--- config.mk ---
export PLATFORM = sky130hd
export DESIGN_NAME = ana_pad_switch_ctrl
export DESIGN_NICKNAME = d
export VERILOG_FILES = /design/src/rtl/ana_pad_pkg.sv /design/src/rtl/ana_pad_switch_ctrl_dly_cnt.sv /design/src/rtl/ana_pad_switch_ctrl.sv
export SDC_FILE = /design/constraint.sdc
export NUM_CORES = 1
export LEC_CHECK = 0
export ABC_AREA = 1
export BUFFER_PORTS_ARGS = -buffer_cell sky130_fd_sc_hd__buf_2
export CAP_MARGIN = 40
export CORE_MARGIN = 10
export CORE_UTILIZATION = 45
export DETAILED_ROUTE_END_ITERATION = 16
export PLACE_DENSITY = 0.74
export SLEW_MARGIN = 20
export SYNTH_ARGS = -nofsm -noshare
export SYNTH_HDL_FRONTEND = slang
export SYNTH_HIERARCHICAL = 1
export SYNTH_SLANG_ARGS = --single-unit
--- constraint.sdc ---
create_clock -name pclk -period 1.83 [get_ports pclk]
set_input_delay 0.366 -clock pclk [delete_from_list [all_inputs] [get_ports pclk]]
set_output_delay 0.366 -clock pclk [all_outputs]
set_load 0.02 [all_outputs]
--- src/rtl/ana_pad_pkg.sv ---
// Shared types and helpers for the analog pad switch controller.
package ana_pad_pkg;

  localparam int ANA_PAD_MAX_CH = 16;

  typedef enum logic [1:0] {
    ST_OFF    = 2'd0,
    ST_BREAK  = 2'd1,
    ST_SETTLE = 2'd2,
    ST_ON     = 2'd3
  } ana_pad_state_e;

  // Full-width one-hot; callers slice down to their own channel count.
  function automatic logic [ANA_PAD_MAX_CH-1:0] ana_pad_onehot(input int unsigned ch);
    logic [ANA_PAD_MAX_CH-1:0] one;
    one = {{(ANA_PAD_MAX_CH-1){1'b0}}, 1'b1};
    return one << ch;
  endfunction

endpackage

--- src/rtl/ana_pad_switch_ctrl_dly_cnt.sv ---
// Loadable down-counter used for break, settle and dwell intervals.
module ana_pad_dly_cnt #(
  parameter int CNT_W = 8
) (
  input  logic             clk,
  input  logic             rst_n,
  input  logic             load,
  input  logic [CNT_W-1:0] load_val,
  output logic             done
);

  logic [CNT_W-1:0] cnt_q, cnt_d;

  always_comb begin
    cnt_d = cnt_q;
    if (load) begin
      cnt_d = load_val;
    end else if (cnt_q != '0) begin
      cnt_d = cnt_q - 1'b1;
    end
  end

  always_ff @(posedge clk or negedge rst_n) begin
    if (!rst_n) begin
      cnt_q <= '0;
    end else begin
      cnt_q <= cnt_d;
    end
  end

  assign done = (cnt_q == '0);

endmodule

--- src/rtl/ana_pad_switch_ctrl.sv ---
// Break-before-make analog pad switch controller with settle reporting.
// Optional autonomous channel scanning is built when ANA_PAD_SCAN_EN is defined.
module ana_pad_switch_ctrl
  import ana_pad_pkg::*;
#(
  parameter int N_CH          = 4,
  parameter int CH_W          = 2,
  parameter int BBM_CYCLES    = 2,
  parameter int SETTLE_CYCLES = 8,
`ifdef ANA_PAD_SCAN_EN
  parameter int DWELL_CYCLES  = 16,
`endif
  parameter int CNT_W         = 8
) (
  input  logic            pclk,
  input  logic            n_p_reset,
  input  logic            sel_valid,
  output logic            sel_ready,
  input  logic [CH_W-1:0] sel_ch,
  input  logic            sel_off,
  input  logic            pwr_down,
`ifdef ANA_PAD_SCAN_EN
  input  logic            scan_en,
  input  logic [N_CH-1:0] scan_mask,
`endif
  output logic [N_CH-1:0] sw_en,
  output logic [CH_W-1:0] cur_ch,
  output logic            settled,
  output logic            busy,
  output logic            sel_err,
  output ana_pad_state_e  dbg_state
);

  localparam logic [CNT_W-1:0] BBM_LD    = CNT_W'(BBM_CYCLES - 1);
  localparam logic [CNT_W-1:0] SETTLE_LD = CNT_W'(SETTLE_CYCLES - 1);
`ifdef ANA_PAD_SCAN_EN
  localparam logic [CNT_W-1:0] DWELL_LD  = CNT_W'(DWELL_CYCLES - 1);
`endif

  ana_pad_state_e      state_q, state_d;
  logic [CH_W-1:0]     cur_ch_q, cur_ch_d;
  logic [N_CH-1:0]     sw_en_q, sw_en_d;
  logic                settled_q, settled_d;
  logic                busy_q, busy_d;
  logic                sel_err_q, sel_err_d;
  logic                cnt_load;
  logic [CNT_W-1:0]    cnt_val;
  logic                cnt_done;
  logic                accept;
  logic                req_bad;
  logic [ANA_PAD_MAX_CH-1:0] oh_full;

  // Handshake: a request transfers on a pclk edge where sel_valid && sel_ready;
  // while valid && !ready the requester holds sel_ch/sel_off stable.
  assign sel_ready = ((state_q == ST_OFF) || (state_q == ST_ON)) && !pwr_down;
  assign accept    = sel_valid && sel_ready;
  assign req_bad   = !sel_off && (32'(sel_ch) >= N_CH);

`ifdef ANA_PAD_SCAN_EN
  logic [CH_W-1:0] nxt_ch, hi_ch, lo_ch;
  logic            hi_found, lo_found;
  logic            scan_act;

  assign scan_act = scan_en && (scan_mask != '0);

  // Next mask bit strictly above cur_ch, else the lowest set bit (wrap).
  always_comb begin
    hi_ch    = '0;
    lo_ch    = '0;
    hi_found = 1'b0;
    lo_found = 1'b0;
    for (int j = 0; j < N_CH; j++) begin
      if (scan_mask[j]) begin
        if (!hi_found && (j > int'(cur_ch_q))) begin
          hi_ch    = CH_W'(j);
          hi_found = 1'b1;
        end
        if (!lo_found) begin
          lo_ch    = CH_W'(j);
          lo_found = 1'b1;
        end
      end
    end
    nxt_ch = hi_found ? hi_ch : lo_ch;
  end
`endif

  always_comb begin
    state_d   = state_q;
    cur_ch_d  = cur_ch_q;
    sel_err_d = 1'b0;
    cnt_load  = 1'b0;
    cnt_val   = BBM_LD;
    if (pwr_down) begin
      state_d = ST_OFF;
    end else begin
      case (state_q)
        ST_OFF: begin
          if (accept) begin
            sel_err_d = req_bad;
            if (!sel_off && !req_bad) begin
              state_d  = ST_BREAK;
              cur_ch_d = sel_ch;
              cnt_load = 1'b1;
              cnt_val  = BBM_LD;
            end
          end
        end
        ST_BREAK: begin
          if (cnt_done) begin
            state_d  = ST_SETTLE;
            cnt_load = 1'b1;
            cnt_val  = SETTLE_LD;
          end
        end
        ST_SETTLE: begin
          if (cnt_done) begin
            state_d = ST_ON;
`ifdef ANA_PAD_SCAN_EN
            cnt_load = 1'b1;
            cnt_val  = DWELL_LD;
`endif
          end
        end
        ST_ON: begin
          if (accept) begin
            sel_err_d = req_bad;
            if (sel_off || req_bad) begin
              state_d = ST_OFF;
            end else if (sel_ch != cur_ch_q) begin
              state_d  = ST_BREAK;
              cur_ch_d = sel_ch;
              cnt_load = 1'b1;
              cnt_val  = BBM_LD;
            end else begin
`ifdef ANA_PAD_SCAN_EN
              cnt_load = 1'b1;
              cnt_val  = DWELL_LD;
`endif
            end
          end
`ifdef ANA_PAD_SCAN_EN
          else if (scan_act && cnt_done && (nxt_ch != cur_ch_q)) begin
            state_d  = ST_BREAK;
            cur_ch_d = nxt_ch;
            cnt_load = 1'b1;
            cnt_val  = BBM_LD;
          end else if (!scan_act || cnt_done) begin
            // Dwell is held at full length until scanning is active.
            cnt_load = 1'b1;
            cnt_val  = DWELL_LD;
          end
`endif
        end
        default: state_d = ST_OFF;
      endcase
    end
  end

  // Outputs are registered from the next state so the switch enables never glitch.
  always_comb begin
    oh_full   = ana_pad_onehot(32'(cur_ch_d));
    sw_en_d   = ((state_d == ST_SETTLE) || (state_d == ST_ON)) ? oh_full[N_CH-1:0] : '0;
    settled_d = (state_d == ST_ON);
    busy_d    = (state_d == ST_BREAK) || (state_d == ST_SETTLE);
  end

  always_ff @(posedge pclk or negedge n_p_reset) begin
    if (!n_p_reset) begin
      state_q   <= ST_OFF;
      cur_ch_q  <= '0;
      sw_en_q   <= '0;
      settled_q <= 1'b0;
      busy_q    <= 1'b0;
      sel_err_q <= 1'b0;
    end else begin
      state_q   <= state_d;
      cur_ch_q  <= cur_ch_d;
      sw_en_q   <= sw_en_d;
      settled_q <= settled_d;
      busy_q    <= busy_d;
      sel_err_q <= sel_err_d;
    end
  end

  ana_pad_dly_cnt #(
    .CNT_W(CNT_W)
  ) u_dly_cnt (
    .clk     (pclk),
    .rst_n   (n_p_reset),
    .load    (cnt_load),
    .load_val(cnt_val),
    .done    (cnt_done)
  );

  assign sw_en     = sw_en_q;
  assign cur_ch    = cur_ch_q;
  assign settled   = settled_q;
  assign busy      = busy_q;
  assign sel_err   = sel_err_q;
  assign dbg_state = state_q;

endmodule

==> results_dict.tcl <==
set metrics [dict create \
    status "complete, but fails checks" \
    violations "setup timing" \
    postPlaceCellArea_um2 1550 \
    path_clk_slew_ns 0.11 \
    synth.area.mux_share_pct 0 \
    final_max_slew_viol_count 0 \
    drc_errors 0 \
    clock-sinks 18 \
    synth_top_family_by_area "simple AND/OR/NAND/NOR gates" \
    regToRegSetupSlack_ns -0.16 \
    grt_use_total_pct 12.7 \
    hold_violations 0 \
    pwr_density_cell_nw_per_um2 1380 \
    startpoint_type "flop" \
    synthAdderAreaFrac_pct 7.19 \
    synth_area_leaders "dfrtp_1 (37%), nand2_1 (14%), ha_1 (7.2%), inv_1 (5.9%), nor2_1 (4.3%)" \
    die_area_um2 5190 \
    netlist_area_um2 1220 \
    reg2regPathDepth 13 \
    vias_per_cell 5.02 \
    synthSimpleGateAreaFrac_pct 36.0 \
    crit_required_ns 2.04 \
    netlist.area_leader.share_pct 37.0 \
    crit_arrival_ns 2.20 \
    numCtsBuffers 3 \
    fin_util_pct 72.2 \
    fin_crit_ns 1.99 \
    min_period_over_period_pct 109 \
    cts_buffer_depth 2 \
    core_um2 2520 \
    criticalPathCategory "reg2reg" \
    synth_compound_area_share_pct 10.2 \
    stdcell_area_um2 1820 \
    instances_no_fill 243 \
    syn_area_per_cell_um2 7.80 \
    crit_fanout 4 \
    min_path_cells 3 \
    grt_antenna_before_repair 0 \
    setup_violations 14 \
    yosys_warnings 6 \
    synth_edf_count 0 \
    hold_ws_ns 0.392 \
    max_freq_mhz 501 \
    wl_per_cell_um 14.4 \
    grt_pass1_wl_mm 5.54 \
    async_flop_share_pct 100 \
    hold_class "in2reg" \
    ys_seq_elements 18 \
    htreeDepth 1 \
    die_w_um 72.0 \
    fin_nets 228 \
    start_util_pct 48.3 \
    min_from "sel_ch[0]" \
    cts_tree "done" \
    vias 1220 \
    timing.rr.end "settled" \
    syn2layout_area_growth_pct 49.5 \
    globalRoute.totalOverflow 0 \
    dp_slack_ns -0.226 \
    ios 19 \
    ir_drop_mv 1.05 \
    grt_max_degree 19 \
    ys_types 31 \
    drtAntennaViolNets 0 \
    hold_end "cur_ch[0]" \
    die_y_um 72.0 \
    root_buffer "clkbuf_4" \
    met2_usage_pct 23.3 \
    yosys.area.top_type "dfrtp_1" \
    antenna_cells 0 \
    seq_area_frac_synth_pct 37.0 \
    final.setup.worst_slack_ns -0.165 \
    placed_cells 229 \
    rows 18 \
    drt_iter0_drc 51 \
    grt_setup_unrepaired "yes" \
    busiest_layer "met2" \
    first_pass_iters 4 \
    r2r-start "dbg_state[0]" \
    first_global_vias 1234 \
    synthCells 156 \
    endpoint_kind "flop" \
    synthFlopType "dfrtp_1" \
    gp_congestion 0.813 \
    use_met1_pct 14.5 \
    numPortBuffers 17 \
    cap_violations 0 \
    synth-xor-area-share_pct 1.44 \
    power_mw 2.51 \
    dp_hpwl_mm 2.34 \
    grt_use_met3_pct 2.59 \
    worstSkewPairLatency_ns 0.30 \
    drive_gt1_share_pct 51.6 \
    setup_tns_ns -1.21 \
    finalClockSkew_ns 0.00153 \
    leakage_nw 0.976 \
    drt-total-wl_mm 3.49 \
]
cell families (layout without fill, tap and decap cells):
| group | count (synthesis) | after routing |
|---|---|---|
| adders and majority gates | 7 | 7 |
| AOI/OAI and AO/OA | 16 | 16 |
| and+or+nand+nor | 88 | 88 |
| buffers and inverters | 23 | 75 |
| other | 2 | 7 |
| DFF | 18 | 18 |
| xor gates and xnor gates | 2 | 2 |
cell usage after synthesis, types with 2 or more instances:
master,n
o21ai_0,3
nor2_1,14
dfrtp_1,18
o21ai_2,4
nor2_4,3
nand2_4,4
ha_1,7
inv_1,19
a21oi_1,2
nor2_2,5
nand2_1,47
nand3_1,7
nand2_2,4
conb_1,2
worst max path at each step:
stage | startpoint | endpoint | slack (ns) | cells after the start
after floorplan | dbg_state[0] | u_dly_cnt/cnt_q[0] | -0.19 | 11
after global placement | dbg_state[0] | sw_en[3] | -0.13 | 12
after detailed placement | dbg_state[0] | sw_en[3] | -0.23 | 12
after CTS | dbg_state[0] | sw_en[3] | -0.1 | 12
after global routing | dbg_state[1] | sw_en[0] | -0.28 | 13
final | dbg_state[0] | settled | -0.16 | 13
cells in the final DEF, fill, tap and decap left out, drive strengths merged:
master	synthesis	routed
nor3	2	2
a21oi	3	3
clkbuf	0	4
a211oi	1	1
nand3	8	8
buf	2	49
conb	2	7
nor2	22	22
o21ai	8	8
xnor2	1	1
o211ai	2	2
ha	7	7
nand2	55	55
clkinv	1	1
dfrtp	18	18
xor2	1	1
nand4	1	1
inv	20	20
dlygate4sd3	0	1
o21bai	1	1
a21boi	1	1
layer usage:
layer | wire length, µm | vias to the layer above
met5 | 0 | -
met4 | 36 | 0
met3 | 144 | 8
met2 | 1910 | 32
met1 | 1390 | 593
li1 | - | 587
registers in the layout, summed over array words and instances, names as in the netlist:
signal and flops:
busy 1, cur_ch 2, dbg_state 2, settled 1, sw_en 4, u_dly_cnt/cnt_q 8
worst max-delay path: stages, from the launching register on:
cell     delay, ns
dfrtp_2       0.44
inv_4         0.07
ha_4          0.20
nor2_4        0.16
nand3_2       0.09
nand2_2       0.09
inv_1         0.05
nand2_2       0.08
nand2_4       0.06
a21oi_4       0.17
nor2_4        0.07
ha_4          0.18
buf_4         0.13
buf_4         0.12
cell type report:
| type | count | area, µm² |
|---|---|---|
| repair buffers | 50 | 347 |
| clock buffers | 4 | 36.3 |
| inverters | 21 | 86.3 |
| flip-flops and latches | 18 | 453 |
| fillers | 176 | 702 |
| multi-input cells | 120 | 861 |
| well taps | 30 | 37.5 |
where the power goes:
part	switching (mW)	leakage, nW	total (mW)	internal [mW]
Clock	0.134	0.0210	0.256	0.121
Sequential	0.103	0.227	0.660	0.556
Combinational	0.913	0.729	1.59	0.677
Total	1.15	0.976	2.51	1.36
timing repair:
action	in CTS	in global routing
endpoints found under the hold margin	10	0
hold buffers	1	0
resized for setup	10	27
setup buffers	5	4
pin swaps	11	18
setup endpoints to repair	13	14
Note: power is estimated with default switching activity, not from simulation.
